### config.mk
export PLATFORM = sky130hd
export DESIGN_NAME = id_stage_fwd_pipe
export DESIGN_NICKNAME = d
export VERILOG_FILES = /design/src/rtl/id_stage_fwd_pipe_pkg.sv /design/src/rtl/id_stage_fwd_pipe_fwd_mux.sv /design/src/rtl/id_stage_fwd_pipe.sv
export SDC_FILE = /design/constraint.sdc
export NUM_CORES = 1
export LEC_CHECK = 0
export BUFFER_PORTS_ARGS = -buffer_cell sky130_fd_sc_hd__buf_4
export CAP_MARGIN = 20
export CORE_AREA = 2 2 108 110
export DETAILED_ROUTE_END_ITERATION = 8
export DIE_AREA = 0 0 110 112
export PLACE_DENSITY = 0.88
export SLEW_MARGIN = 20
export SYNTH_ARGS = -nofsm -noshare
export SYNTH_HDL_FRONTEND = slang
export SYNTH_HIERARCHICAL = 1
export SYNTH_SLANG_ARGS = --single-unit
export TNS_END_PERCENT = 100
### constraint.sdc
create_clock -name clk -period 5.8 [get_ports clk]
set_clock_uncertainty 0.05 [all_clocks]
set_input_delay 0.29 -clock clk [delete_from_list [all_inputs] [get_ports clk]]
set_output_delay 0.29 -clock clk [all_outputs]
set_load 0.03 [all_outputs]
### src/rtl/id_stage_fwd_pipe_pkg.sv
// Shared decode constants for the ID stage: MIPS32 opcode/function fields,
// aluop and alusel encodings. Imported by id_stage_fwd_pipe and fwd_mux.
package id_stage_fwd_pipe_pkg;

  // Primary opcode field inst[31:26]
  localparam logic [5:0] OP_SPECIAL = 6'b000000;
  localparam logic [5:0] OP_ANDI    = 6'b001100;
  localparam logic [5:0] OP_ORI     = 6'b001101;
  localparam logic [5:0] OP_XORI    = 6'b001110;
  localparam logic [5:0] OP_LUI     = 6'b001111;
  localparam logic [5:0] OP_PREF    = 6'b110011;

  // SPECIAL function field inst[5:0]
  localparam logic [5:0] FN_SLL  = 6'b000000;
  localparam logic [5:0] FN_SRL  = 6'b000010;
  localparam logic [5:0] FN_SRA  = 6'b000011;
  localparam logic [5:0] FN_SLLV = 6'b000100;
  localparam logic [5:0] FN_SRLV = 6'b000110;
  localparam logic [5:0] FN_SRAV = 6'b000111;
  localparam logic [5:0] FN_SYNC = 6'b001111;
  localparam logic [5:0] FN_AND  = 6'b100100;
  localparam logic [5:0] FN_OR   = 6'b100101;
  localparam logic [5:0] FN_XOR  = 6'b100110;
  localparam logic [5:0] FN_NOR  = 6'b100111;

  typedef enum logic [7:0] {
    ALUOP_NOP  = 8'b00000000,
    ALUOP_SRL  = 8'b00000010,
    ALUOP_SRA  = 8'b00000011,
    ALUOP_SLLV = 8'b00000100,
    ALUOP_SRLV = 8'b00000110,
    ALUOP_SRAV = 8'b00000111,
    ALUOP_AND  = 8'b00100100,
    ALUOP_OR   = 8'b00100101,
    ALUOP_XOR  = 8'b00100110,
    ALUOP_NOR  = 8'b00100111,
    ALUOP_LUI  = 8'b01011100,
    ALUOP_SLL  = 8'b01111100
  } aluop_e;

  typedef enum logic [2:0] {
    ALUSEL_NOP   = 3'b000,
    ALUSEL_LOGIC = 3'b001,
    ALUSEL_SHIFT = 3'b010
  } alusel_e;

endpackage

### src/rtl/id_stage_fwd_pipe_fwd_mux.sv
// fwd_mux: NUM_FWD-way priority operand forward select for one GPR read port.
//  addr_i        GPR address being read
//  gpr_data_i    data from the register file
//  fwd_wreg_i    per-source write enable
//  fwd_load_i    per-source "data not yet available"
//  fwd_wd_i      per-source destination, source k at [k*REG_AW +: REG_AW]
//  fwd_wdata_i   per-source write data, same packing
//  data_o        selected operand (lowest matching source, else GPR)
//  load_hit_o    winning source still has a load in flight
module fwd_mux
  import id_stage_fwd_pipe_pkg::*;
#(
  parameter int unsigned DATA_W  = 32,
  parameter int unsigned REG_AW  = 5,
  parameter int unsigned NUM_FWD = 2
) (
  input  logic [REG_AW-1:0]         addr_i,
  input  logic [DATA_W-1:0]         gpr_data_i,
  input  logic [NUM_FWD-1:0]        fwd_wreg_i,
  input  logic [NUM_FWD-1:0]        fwd_load_i,
  input  logic [NUM_FWD*REG_AW-1:0] fwd_wd_i,
  input  logic [NUM_FWD*DATA_W-1:0] fwd_wdata_i,
  output logic [DATA_W-1:0]         data_o,
  output logic                      load_hit_o
);

  logic found;

  // $0 is never forwarded: it always reads as the register file value.
  always_comb begin
    found      = 1'b0;
    data_o     = gpr_data_i;
    load_hit_o = 1'b0;
    for (int unsigned k = 0; k < NUM_FWD; k++) begin
      if (!found && fwd_wreg_i[k] && (addr_i != '0) &&
          (fwd_wd_i[k*REG_AW +: REG_AW] == addr_i)) begin
        found      = 1'b1;
        data_o     = fwd_wdata_i[k*DATA_W +: DATA_W];
        load_hit_o = fwd_load_i[k];
      end
    end
  end

endmodule

### src/rtl/id_stage_fwd_pipe.sv
// id_stage_fwd_pipe: MIPS32 logic/shift decode with operand forwarding,
// load-use stall detection and a registered ID/EX stage with valid/ready.
//  clk, rst              clock; synchronous active-high reset
//  inst_valid_i/inst_i   instruction from IF/ID; id_ready_o = consumed
//  reg{1,2}_read_o/addr  combinational GPR read port control
//  reg{1,2}_data_i       GPR read data
//  fwd_*_i               NUM_FWD write-back sources (0 = youngest)
//  flush_i, ex_ready_i   ID/EX kill and downstream ready
//  ex_*_o                registered ID/EX contents
//  stall_req_o           load-use stall request (comb)
module id_stage_fwd_pipe
  import id_stage_fwd_pipe_pkg::*;
#(
  parameter int unsigned DATA_W   = 32,
  parameter int unsigned REG_AW   = 5,
  parameter int unsigned NUM_FWD  = 2,
  parameter int unsigned ALUOP_W  = 8,
  parameter int unsigned ALUSEL_W = 3
) (
  input  logic                      clk,
  input  logic                      rst,
  input  logic                      inst_valid_i,
  input  logic [31:0]               inst_i,
  output logic                      id_ready_o,
  output logic                      reg1_read_o,
  output logic                      reg2_read_o,
  output logic [REG_AW-1:0]         reg1_addr_o,
  output logic [REG_AW-1:0]         reg2_addr_o,
  input  logic [DATA_W-1:0]         reg1_data_i,
  input  logic [DATA_W-1:0]         reg2_data_i,
  input  logic [NUM_FWD-1:0]        fwd_wreg_i,
  input  logic [NUM_FWD-1:0]        fwd_load_i,
  input  logic [NUM_FWD*REG_AW-1:0] fwd_wd_i,
  input  logic [NUM_FWD*DATA_W-1:0] fwd_wdata_i,
  input  logic                      flush_i,
  input  logic                      ex_ready_i,
  output logic                      ex_valid_o,
  output logic [ALUOP_W-1:0]        ex_aluop_o,
  output logic [ALUSEL_W-1:0]       ex_alusel_o,
  output logic [DATA_W-1:0]         ex_reg1_o,
  output logic [DATA_W-1:0]         ex_reg2_o,
  output logic [REG_AW-1:0]         ex_wd_o,
  output logic                      ex_wreg_o,
  output logic                      ex_inst_inv_o,
  output logic                      stall_req_o
);

  logic [5:0]        op, fn;
  logic [REG_AW-1:0] rs, rt, rd;

  assign op = inst_i[31:26];
  assign fn = inst_i[5:0];
  assign rs = REG_AW'(inst_i[25:21]);
  assign rt = REG_AW'(inst_i[20:16]);
  assign rd = REG_AW'(inst_i[15:11]);

  logic              dec_rd1, dec_rd2, dec_wreg, dec_inv;
  aluop_e            dec_aluop;
  alusel_e           dec_alusel;
  logic [REG_AW-1:0] dec_wd;
  logic [DATA_W-1:0] dec_imm;

  always_comb begin
    dec_rd1    = 1'b0;
    dec_rd2    = 1'b0;
    dec_wreg   = 1'b0;
    dec_inv    = 1'b1;
    dec_aluop  = ALUOP_NOP;
    dec_alusel = ALUSEL_NOP;
    dec_wd     = rd;
    dec_imm    = '0;
    case (op)
      OP_ORI, OP_ANDI, OP_XORI, OP_LUI: begin
        dec_rd1    = 1'b1;
        dec_wreg   = 1'b1;
        dec_inv    = 1'b0;
        dec_alusel = ALUSEL_LOGIC;
        dec_wd     = rt;
        dec_imm    = DATA_W'(inst_i[15:0]);
        case (op)
          OP_ORI:  dec_aluop = ALUOP_OR;
          OP_ANDI: dec_aluop = ALUOP_AND;
          OP_XORI: dec_aluop = ALUOP_XOR;
          default: dec_aluop = ALUOP_LUI;
        endcase
      end
      OP_PREF: dec_inv = 1'b0;
      OP_SPECIAL: begin
        case (fn)
          FN_AND, FN_OR, FN_XOR, FN_NOR: begin
            dec_rd1    = 1'b1;
            dec_rd2    = 1'b1;
            dec_wreg   = 1'b1;
            dec_inv    = 1'b0;
            dec_alusel = ALUSEL_LOGIC;
            case (fn)
              FN_AND:  dec_aluop = ALUOP_AND;
              FN_OR:   dec_aluop = ALUOP_OR;
              FN_XOR:  dec_aluop = ALUOP_XOR;
              default: dec_aluop = ALUOP_NOR;
            endcase
          end
          FN_SLLV, FN_SRLV, FN_SRAV: begin
            dec_rd1    = 1'b1;
            dec_rd2    = 1'b1;
            dec_wreg   = 1'b1;
            dec_inv    = 1'b0;
            dec_alusel = ALUSEL_SHIFT;
            case (fn)
              FN_SLLV: dec_aluop = ALUOP_SLLV;
              FN_SRLV: dec_aluop = ALUOP_SRLV;
              default: dec_aluop = ALUOP_SRAV;
            endcase
          end
          FN_SLL, FN_SRL, FN_SRA: begin
            dec_rd2    = 1'b1;
            dec_wreg   = 1'b1;
            dec_inv    = 1'b0;
            dec_alusel = ALUSEL_SHIFT;
            dec_imm    = DATA_W'(inst_i[10:6]);
            case (fn)
              FN_SLL:  dec_aluop = ALUOP_SLL;
              FN_SRL:  dec_aluop = ALUOP_SRL;
              default: dec_aluop = ALUOP_SRA;
            endcase
          end
          FN_SYNC: dec_inv = 1'b0;
          default: ;
        endcase
      end
      default: ;
    endcase
  end

  logic [DATA_W-1:0] fwd1_data, fwd2_data;
  logic              ld1_hit, ld2_hit;

  fwd_mux #(.DATA_W(DATA_W), .REG_AW(REG_AW), .NUM_FWD(NUM_FWD)) u_fwd1 (
    .addr_i      (rs),
    .gpr_data_i  (reg1_data_i),
    .fwd_wreg_i  (fwd_wreg_i),
    .fwd_load_i  (fwd_load_i),
    .fwd_wd_i    (fwd_wd_i),
    .fwd_wdata_i (fwd_wdata_i),
    .data_o      (fwd1_data),
    .load_hit_o  (ld1_hit)
  );

  fwd_mux #(.DATA_W(DATA_W), .REG_AW(REG_AW), .NUM_FWD(NUM_FWD)) u_fwd2 (
    .addr_i      (rt),
    .gpr_data_i  (reg2_data_i),
    .fwd_wreg_i  (fwd_wreg_i),
    .fwd_load_i  (fwd_load_i),
    .fwd_wd_i    (fwd_wd_i),
    .fwd_wdata_i (fwd_wdata_i),
    .data_o      (fwd2_data),
    .load_hit_o  (ld2_hit)
  );

  logic [DATA_W-1:0] opnd1, opnd2;
  logic              stall, adv, issue;

  assign opnd1 = dec_rd1 ? fwd1_data : dec_imm;
  assign opnd2 = dec_rd2 ? fwd2_data : dec_imm;

  // A pending load only matters on a port that is actually read.
  assign stall = inst_valid_i & ((dec_rd1 & ld1_hit) | (dec_rd2 & ld2_hit));
  assign adv   = ~ex_valid_o | ex_ready_i;
  assign issue = inst_valid_i & ~stall;

  assign reg1_read_o = dec_rd1 & ~rst;
  assign reg2_read_o = dec_rd2 & ~rst;
  assign reg1_addr_o = rst ? '0 : rs;
  assign reg2_addr_o = rst ? '0 : rt;
  assign stall_req_o = stall & ~rst;
  assign id_ready_o  = adv & ~stall & ~rst;

  logic                valid_q, valid_d, wreg_q, wreg_d, inv_q, inv_d;
  logic [ALUOP_W-1:0]  aluop_q, aluop_d;
  logic [ALUSEL_W-1:0] alusel_q, alusel_d;
  logic [DATA_W-1:0]   reg1_q, reg1_d, reg2_q, reg2_d;
  logic [REG_AW-1:0]   wd_q, wd_d;

  // Flush only clears the qualifying bits; payload may stay stale.
  always_comb begin
    valid_d  = valid_q;
    wreg_d   = wreg_q;
    inv_d    = inv_q;
    aluop_d  = aluop_q;
    alusel_d = alusel_q;
    reg1_d   = reg1_q;
    reg2_d   = reg2_q;
    wd_d     = wd_q;
    if (flush_i) begin
      valid_d = 1'b0;
      wreg_d  = 1'b0;
    end else if (adv) begin
      if (issue) begin
        valid_d  = 1'b1;
        wreg_d   = dec_wreg;
        inv_d    = dec_inv;
        aluop_d  = ALUOP_W'(dec_aluop);
        alusel_d = ALUSEL_W'(dec_alusel);
        reg1_d   = opnd1;
        reg2_d   = opnd2;
        wd_d     = dec_wd;
      end else begin
        valid_d  = 1'b0;
        wreg_d   = 1'b0;
        inv_d    = 1'b0;
        aluop_d  = ALUOP_W'(ALUOP_NOP);
        alusel_d = ALUSEL_W'(ALUSEL_NOP);
        reg1_d   = '0;
        reg2_d   = '0;
        wd_d     = '0;
      end
    end
  end

  always_ff @(posedge clk) begin
    if (rst) begin
      valid_q  <= 1'b0;
      wreg_q   <= 1'b0;
      inv_q    <= 1'b0;
      aluop_q  <= '0;
      alusel_q <= '0;
      reg1_q   <= '0;
      reg2_q   <= '0;
      wd_q     <= '0;
    end else begin
      valid_q  <= valid_d;
      wreg_q   <= wreg_d;
      inv_q    <= inv_d;
      aluop_q  <= aluop_d;
      alusel_q <= alusel_d;
      reg1_q   <= reg1_d;
      reg2_q   <= reg2_d;
      wd_q     <= wd_d;
    end
  end

  assign ex_valid_o    = valid_q;
  assign ex_wreg_o     = wreg_q;
  assign ex_inst_inv_o = inv_q;
  assign ex_aluop_o    = aluop_q;
  assign ex_alusel_o   = alusel_q;
  assign ex_reg1_o     = reg1_q;
  assign ex_reg2_o     = reg2_q;
  assign ex_wd_o       = wd_q;

endmodule

== Yosys cells after proc, flatten, opt, wreduce, memory -nomap -nowiden ==
Index checks and enable logic that the tools add are counted.

* Bits in registers: 83
* Input bits: 179
* Output and inout port bits: 97
* Word-level logic and storage cells: 109

* Equal/unequal tests: 19
* Mux-type cells: 40
* Bitwise operators: 15
* Reduce and logical (&&, ||, !) cells: 27

{| class="wikitable"
|+ Operator list
! kind !! count
|-
| 32-bit 2-to-1 mux || 8
|-
| 7-bit one-hot mux with 3 select lines || 2
|-
| 16-bit one-hot mux with 2 select lines || 1
|-
| 6-bit by 4-bit equality test with 1-bit output (second input constant) || 5
|-
| 6-bit equality test (second input constant) || 5
|-
| 7-bit one-hot mux with 2 select lines || 2
|-
| 5-bit 2-to-1 mux || 5
|-
| 5-bit equality test || 4
|-
| 6-bit by 3-bit equality test with 1-bit output (second input constant) || 3
|-
| 1-bit 2-to-1 mux || 13
|-
| 6-bit by 2-bit equality test with 1-bit output (second input constant) || 2
|-
| 6-bit zero test || 2
|-
| 2-bit one-hot mux with 2 select lines || 3
|-
| 11-bit OR reduction || 1
|-
| 1-bit logical AND || 10
|-
| 5-bit nonzero test || 2
|-
| 10-bit OR reduction || 1
|-
| 1-bit bitwise AND || 9
|-
| 8-bit 2-to-1 mux || 1
|-
| 4-bit OR reduction || 2
|-
| 7-bit OR reduction || 1
|-
| 1-bit one-hot mux with 2 select lines || 3
|-
| 2-bit one-hot mux with 3 select lines || 1
|-
| 3-bit OR reduction || 2
|-
| other kinds (8) || 13
|}

== Depth between registers and ports, before layout ==
* Depth after elaboration: 15
* Depth in mapped cells: 8
* Gate-level depth less buffers: 6

== Hierarchy ==
The synthesis kept the hierarchy.

{| class="wikitable"
|+ By module, submodules not included
! module !! times used !! cells an instance !! area an instance (um^2) !! seq. area each (um^2)
|-
| id_stage_fwd_pipe || 1 || 323 || 3,229.3 || 1,581.5
|-
| fwd_mux || 2 || 171 || 979.7 || 0.0
|}

== Least setup slack after synthesis ==
No wires, ideal clock.

* Path kind: in2out
* Start: input inst_i[26]
* End: output stall_req_o
* Arrival: 2.474 ns
* Data required time: 5.460 ns
* Setup slack: 2.986 ns
* Stages on the path: 5
* Path buffers: 1
* Cell sequence: or4_4 -> buf_6 -> o41ai_2 -> a22oi_1 -> nor3_1

* Cells in the longest elaborated chain, start to end: 7
* Elaborated cells on any way between the ends: 13
* Classes of those cells: eq/ne: 4; mux: 2; bitwise: 5; reduce/logical: 2

{| class="wikitable"
|+ Ends and longest elaborated chain
! what !! RTL line !! RTL
|-
| from (decl) || id_stage_fwd_pipe.sv:23 || <nowiki>input logic [31:0] inst_i,</nowiki>
|-
| 6-bit by 4-bit equality test with 1-bit output || id_stage_fwd_pipe.sv:72 || <nowiki>case (op)</nowiki>
|-
| 4-bit OR reduction || n/a ||
|-
| 1-bit one-hot mux with 2 select lines || id_stage_fwd_pipe.sv:72 ||
|-
| 1-bit bitwise AND || id_stage_fwd_pipe.sv:167 || <nowiki>assign stall = inst_valid_i & ((dec_rd1 & ld1_hit) | (dec_rd2 & ld2_hit));</nowiki>
|-
| 1-bit OR (*) || id_stage_fwd_pipe.sv:167 ||
|-
| 1-bit bitwise AND (*) || id_stage_fwd_pipe.sv:167 ||
|-
| 1-bit bitwise AND (*) || id_stage_fwd_pipe.sv:175 || <nowiki>assign stall_req_o = stall & ~rst;</nowiki>
|-
| to (decl) || id_stage_fwd_pipe.sv:45 || <nowiki>output logic stall_req_o</nowiki>
|}

Mark *: on every way between the ends. The rest lies on a longest branch, timed or not.

== Worst setup path after layout ==
* Start: input inst_i[17]
* End: output id_ready_o

* Cells in the longest elaborated chain, start to end: 15
* Elaborated cells on any way between the ends: 18
* Classes of those cells: eq/ne: 2; mux: 3; bitwise: 6; reduce/logical: 7

{| class="wikitable"
|+ Ends and longest elaborated chain
! what !! RTL line !! RTL
|-
| 5-bit nonzero test || id_stage_fwd_pipe_fwd_mux.sv:35 || <nowiki>if (!found && fwd_wreg_i[k] && (addr_i != '0) &&</nowiki>
|-
| 1-bit logical AND (2 in a row) || id_stage_fwd_pipe_fwd_mux.sv:35 ||
|-
| 1-bit 2-to-1 mux || id_stage_fwd_pipe_fwd_mux.sv:35 ||
|-
| 1-bit zero test || id_stage_fwd_pipe_fwd_mux.sv:35 ||
|-
| 1-bit logical AND (3 in a row) || id_stage_fwd_pipe_fwd_mux.sv:35 ||
|-
| 1-bit 2-to-1 mux (*) || id_stage_fwd_pipe_fwd_mux.sv:35 ||
|-
| named net ld2_hit || id_stage_fwd_pipe.sv:136 || <nowiki>logic ld1_hit, ld2_hit;</nowiki>
|-
| 1-bit bitwise AND (*) || id_stage_fwd_pipe.sv:167 ||
|-
| 1-bit OR (*) || id_stage_fwd_pipe.sv:167 ||
|-
| 1-bit bitwise AND (*) || id_stage_fwd_pipe.sv:167 ||
|-
| 1-bit NOT (*) || id_stage_fwd_pipe.sv:176 || <nowiki>assign id_ready_o = adv & ~stall & ~rst;</nowiki>
|-
| 1-bit bitwise AND (*) (2 in a row) || id_stage_fwd_pipe.sv:176 ||
|-
| to (decl) || id_stage_fwd_pipe.sv:24 || <nowiki>output logic id_ready_o,</nowiki>
|}

The timed path passes the listed nets; every way through them passes the cells marked *.

==> reports/metrics.yaml <==
rsz0062_at_grt: "no"
cp-end-kind: "output port"
diodes: 0
cts.sinks: 79
io_pins: 276
status: "complete, no violations"
cts_tree: "built"
fin_crit_sh_pct: 64.7
synth_cell_types: 55
fill_cells: 935
period_needed_ps: 3750
yosys_warnings: 6
crit_start: "inst_i[17]"
path_clk_slew_ps: 60
worstPathArrival_ps: 3410
die_h_um: 112
min_path_type: "input pin to flop"
ff2ff_setup_slack_ps: 3450
pre_cts_ws_ps: 1840
fin_tns_setup_ps: 0
area_delta_synth_final_pct: 44.3
ir_drop_uv: 179
root_buffer: "clkbuf_16"
start_util_pct: 46.4
p_comb_share_pct: 22.2
drt-pass1-iter-count: 5
setup_slack_ps: 2050
intPower_mw: 1.08
critPathMaxFanout: 33
worst_slew_pin_slew_ps: 1120
start_kind: "input pin"
ant_nets: 0
yosysSeqAreaShare_pct: 30.5
cts_setup_buffers: 0
reg2reg_from: "ex_valid_o$_SDFFE_PP0N_"
place_congestion: 0.913
final_common_cell: "buf_4"
cts_buffer_depth: 2
holdWs_ps: 158
async_flop_share_pct: 0
fin_cells: 1039
nNetsFinal: 1070
clockPowerShare_pct: 41.7
crit-reg2reg-capture: "ex_aluop_o[1]$_SDFFE_PP0P_"
synth.ff_latch_count: 79
die_x_um: 110
routed_wl_um: 21200
grt_start_max_net_pins: 67
grt_pass1_wl_um: 31700
cts_buffers: 9
avgRoutedWirePerCell_um: 20.4
swShare_pct: 29.0
grt_overflow: 0
fmax_mhz: 267
synth_edf_count: 0
coreArea_um2: 11200
power_density_nw_per_um2: 203
drt-vias-per-instance: 6.45
worst-endpoint-required_ps: 5460
worstSetupPathType: "input pin to output port"
placed_cells: 1023
final_cell_mix: "286 x buf_4, 79 x dfxtp_1, 72 x o21ai_0"
dp_hpwl_um: 15500
switchingPower_mw: 0.441
r2r_cells: 4
core.rowCount: 39
track_usage_pct: 33.1
setup_viol: 0
drc: 0
hold_buffers: 0
finalMaxSlewViolations: 0
synth_ff_type: "dfxtp_1"
die-area_um2: 12300
clk_latency_ps: 340
maxSlewHeadroom_pct: 25.6
io_buffer_count: 273
min_from: "inst_valid_i"
max-cap-violations: 0
synth_area_um2: 5190
synthCells: 665
finalHoldViolCount: 0
vias: 6704
hold_depth: 2
avgSynthCellArea_um2: 7.80
drive_gt1_share_pct: 37.2
cts_resized: 0
antenna_found_initial: 0
first_global_vias: 6004
hold_path_end: "ex_valid_o$_SDFFE_PP0N_"
drt_iter0_drc: 791
htreeDepth: 3
power_frac_seq_pct: 36.1
p_leak_nw: 2.98
## kinds of logic after synthesis
group / share of synthesized area [%]
other cells: 0.0723
mux: 1.62
simple gates: 23.0
flops: 30.5
buf+inv: 8.01
xor+xnor: 3.38
compound gates: 33.4
## registers in the layout, summed over array words and instances, names as in the netlist
signal,flops
ex_valid_o,1
ex_aluop_o,5
ex_wd_o,5
ex_reg2_o,32
ex_inst_inv_o,1
ex_alusel_o,2
ex_wreg_o,1
ex_reg1_o,32
## worst max-delay path by stage
stage | to | slack [ps]
global route | id_ready_o | 1890
CTS | id_ready_o | 2050
global placement | ex_reg2_o[20]$_SDFFE_PP0P_ | 1920
finish | id_ready_o | 2050
floorplan | stall_req_o | 2990
detailed placement | ex_aluop_o[1]$_SDFFE_PP0P_ | 1840
## area by class of cell
type / instances / area (um2) / share of cell area (%)
clock inverter: 6 / 93.8 / 1.25
timing repair buffer: 286 / 2150 / 28.7
inverter: 3 / 11.3 / 0.150
tap: 143 / 179 / 2.39
clock buffer: 10 / 239 / 3.19
sequential: 79 / 1580 / 21.1
multi-input combinational: 512 / 3240 / 43.2
## routing by layer
metal / vias up / GRT usage [%] / share of wire (%)
li1: 2995 / - / -
met4: 0 / 16.6 / 4.1
met5: - / 0 / 0
met2: 545 / 53.5 / 48
met1: 3086 / 41.0 / 36
met3: 78 / 7.20 / 12
## synth_stat cells (2+ instances only)
library cell	n	area share, %
nand2b_1	4	0.48
or2_1	2	0.24
nand3_1	67	6.5
nor2b_1	11	1.3
a22o_2	6	1.2
clkbuf_1	36	2.6
mux2_2	3	0.65
nor2_1	8	0.58
inv_1	3	0.22
o211ai_2	4	0.96
o21ai_1	26	2.5
nor4_1	4	0.48
and4_1	2	0.34
buf_4	7	1.0
a32oi_1	2	0.34
dlygate4sd3_1	2	0.39
mux2i_1	5	0.96
nor3b_1	2	0.29
and3_1	2	0.24
nor3_1	67	6.5
o21ai_0	72	6.9
a21oi_1	7	0.68
xnor2_1	20	3.4
a31oi_1	68	8.2
nand2_1	37	2.7
dfxtp_1	79	30
a22o_1	38	6.4
buf_6	10	2.2
a2111oi_4	2	1.1
a22oi_1	21	3.0
or4_4	4	0.87
nand4_1	5	0.60
buf_2	15	1.4
o211a_1	3	0.58
## worst max-delay path, stage by stage
cell and delay [ps]:
buf_4 140, or4_4 570, o211ai_4 770, or2_1 190, buf_4 330, mux2_2 460
a22oi_1 310, o211a_1 180, buf_4 150
## power by group through the flow
stage | clock network [mW] | logic (mW) | registers [mW]
after floorplan | 0 | 0.153 | 0.570
after global placement | 0 | 0.326 | 0.562
after detailed placement | 0 | 0.329 | 0.562
after CTS | 0.640 | 0.330 | 0.549
after global routing | 0.663 | 0.358 | 0.550
final | 0.635 | 0.338 | 0.549
## through the flow
step	utilization (%)	total power [mW]	area, um2
final	67.0	1.52	7490
after global routing	67.0	1.57	7490
after CTS	67.0	1.52	7490
after detailed placement	64.0	0.891	7150
after global placement	64.0	0.887	7150
after floorplan	-	0.723	5190
Power figures use the tool's default switching activity.
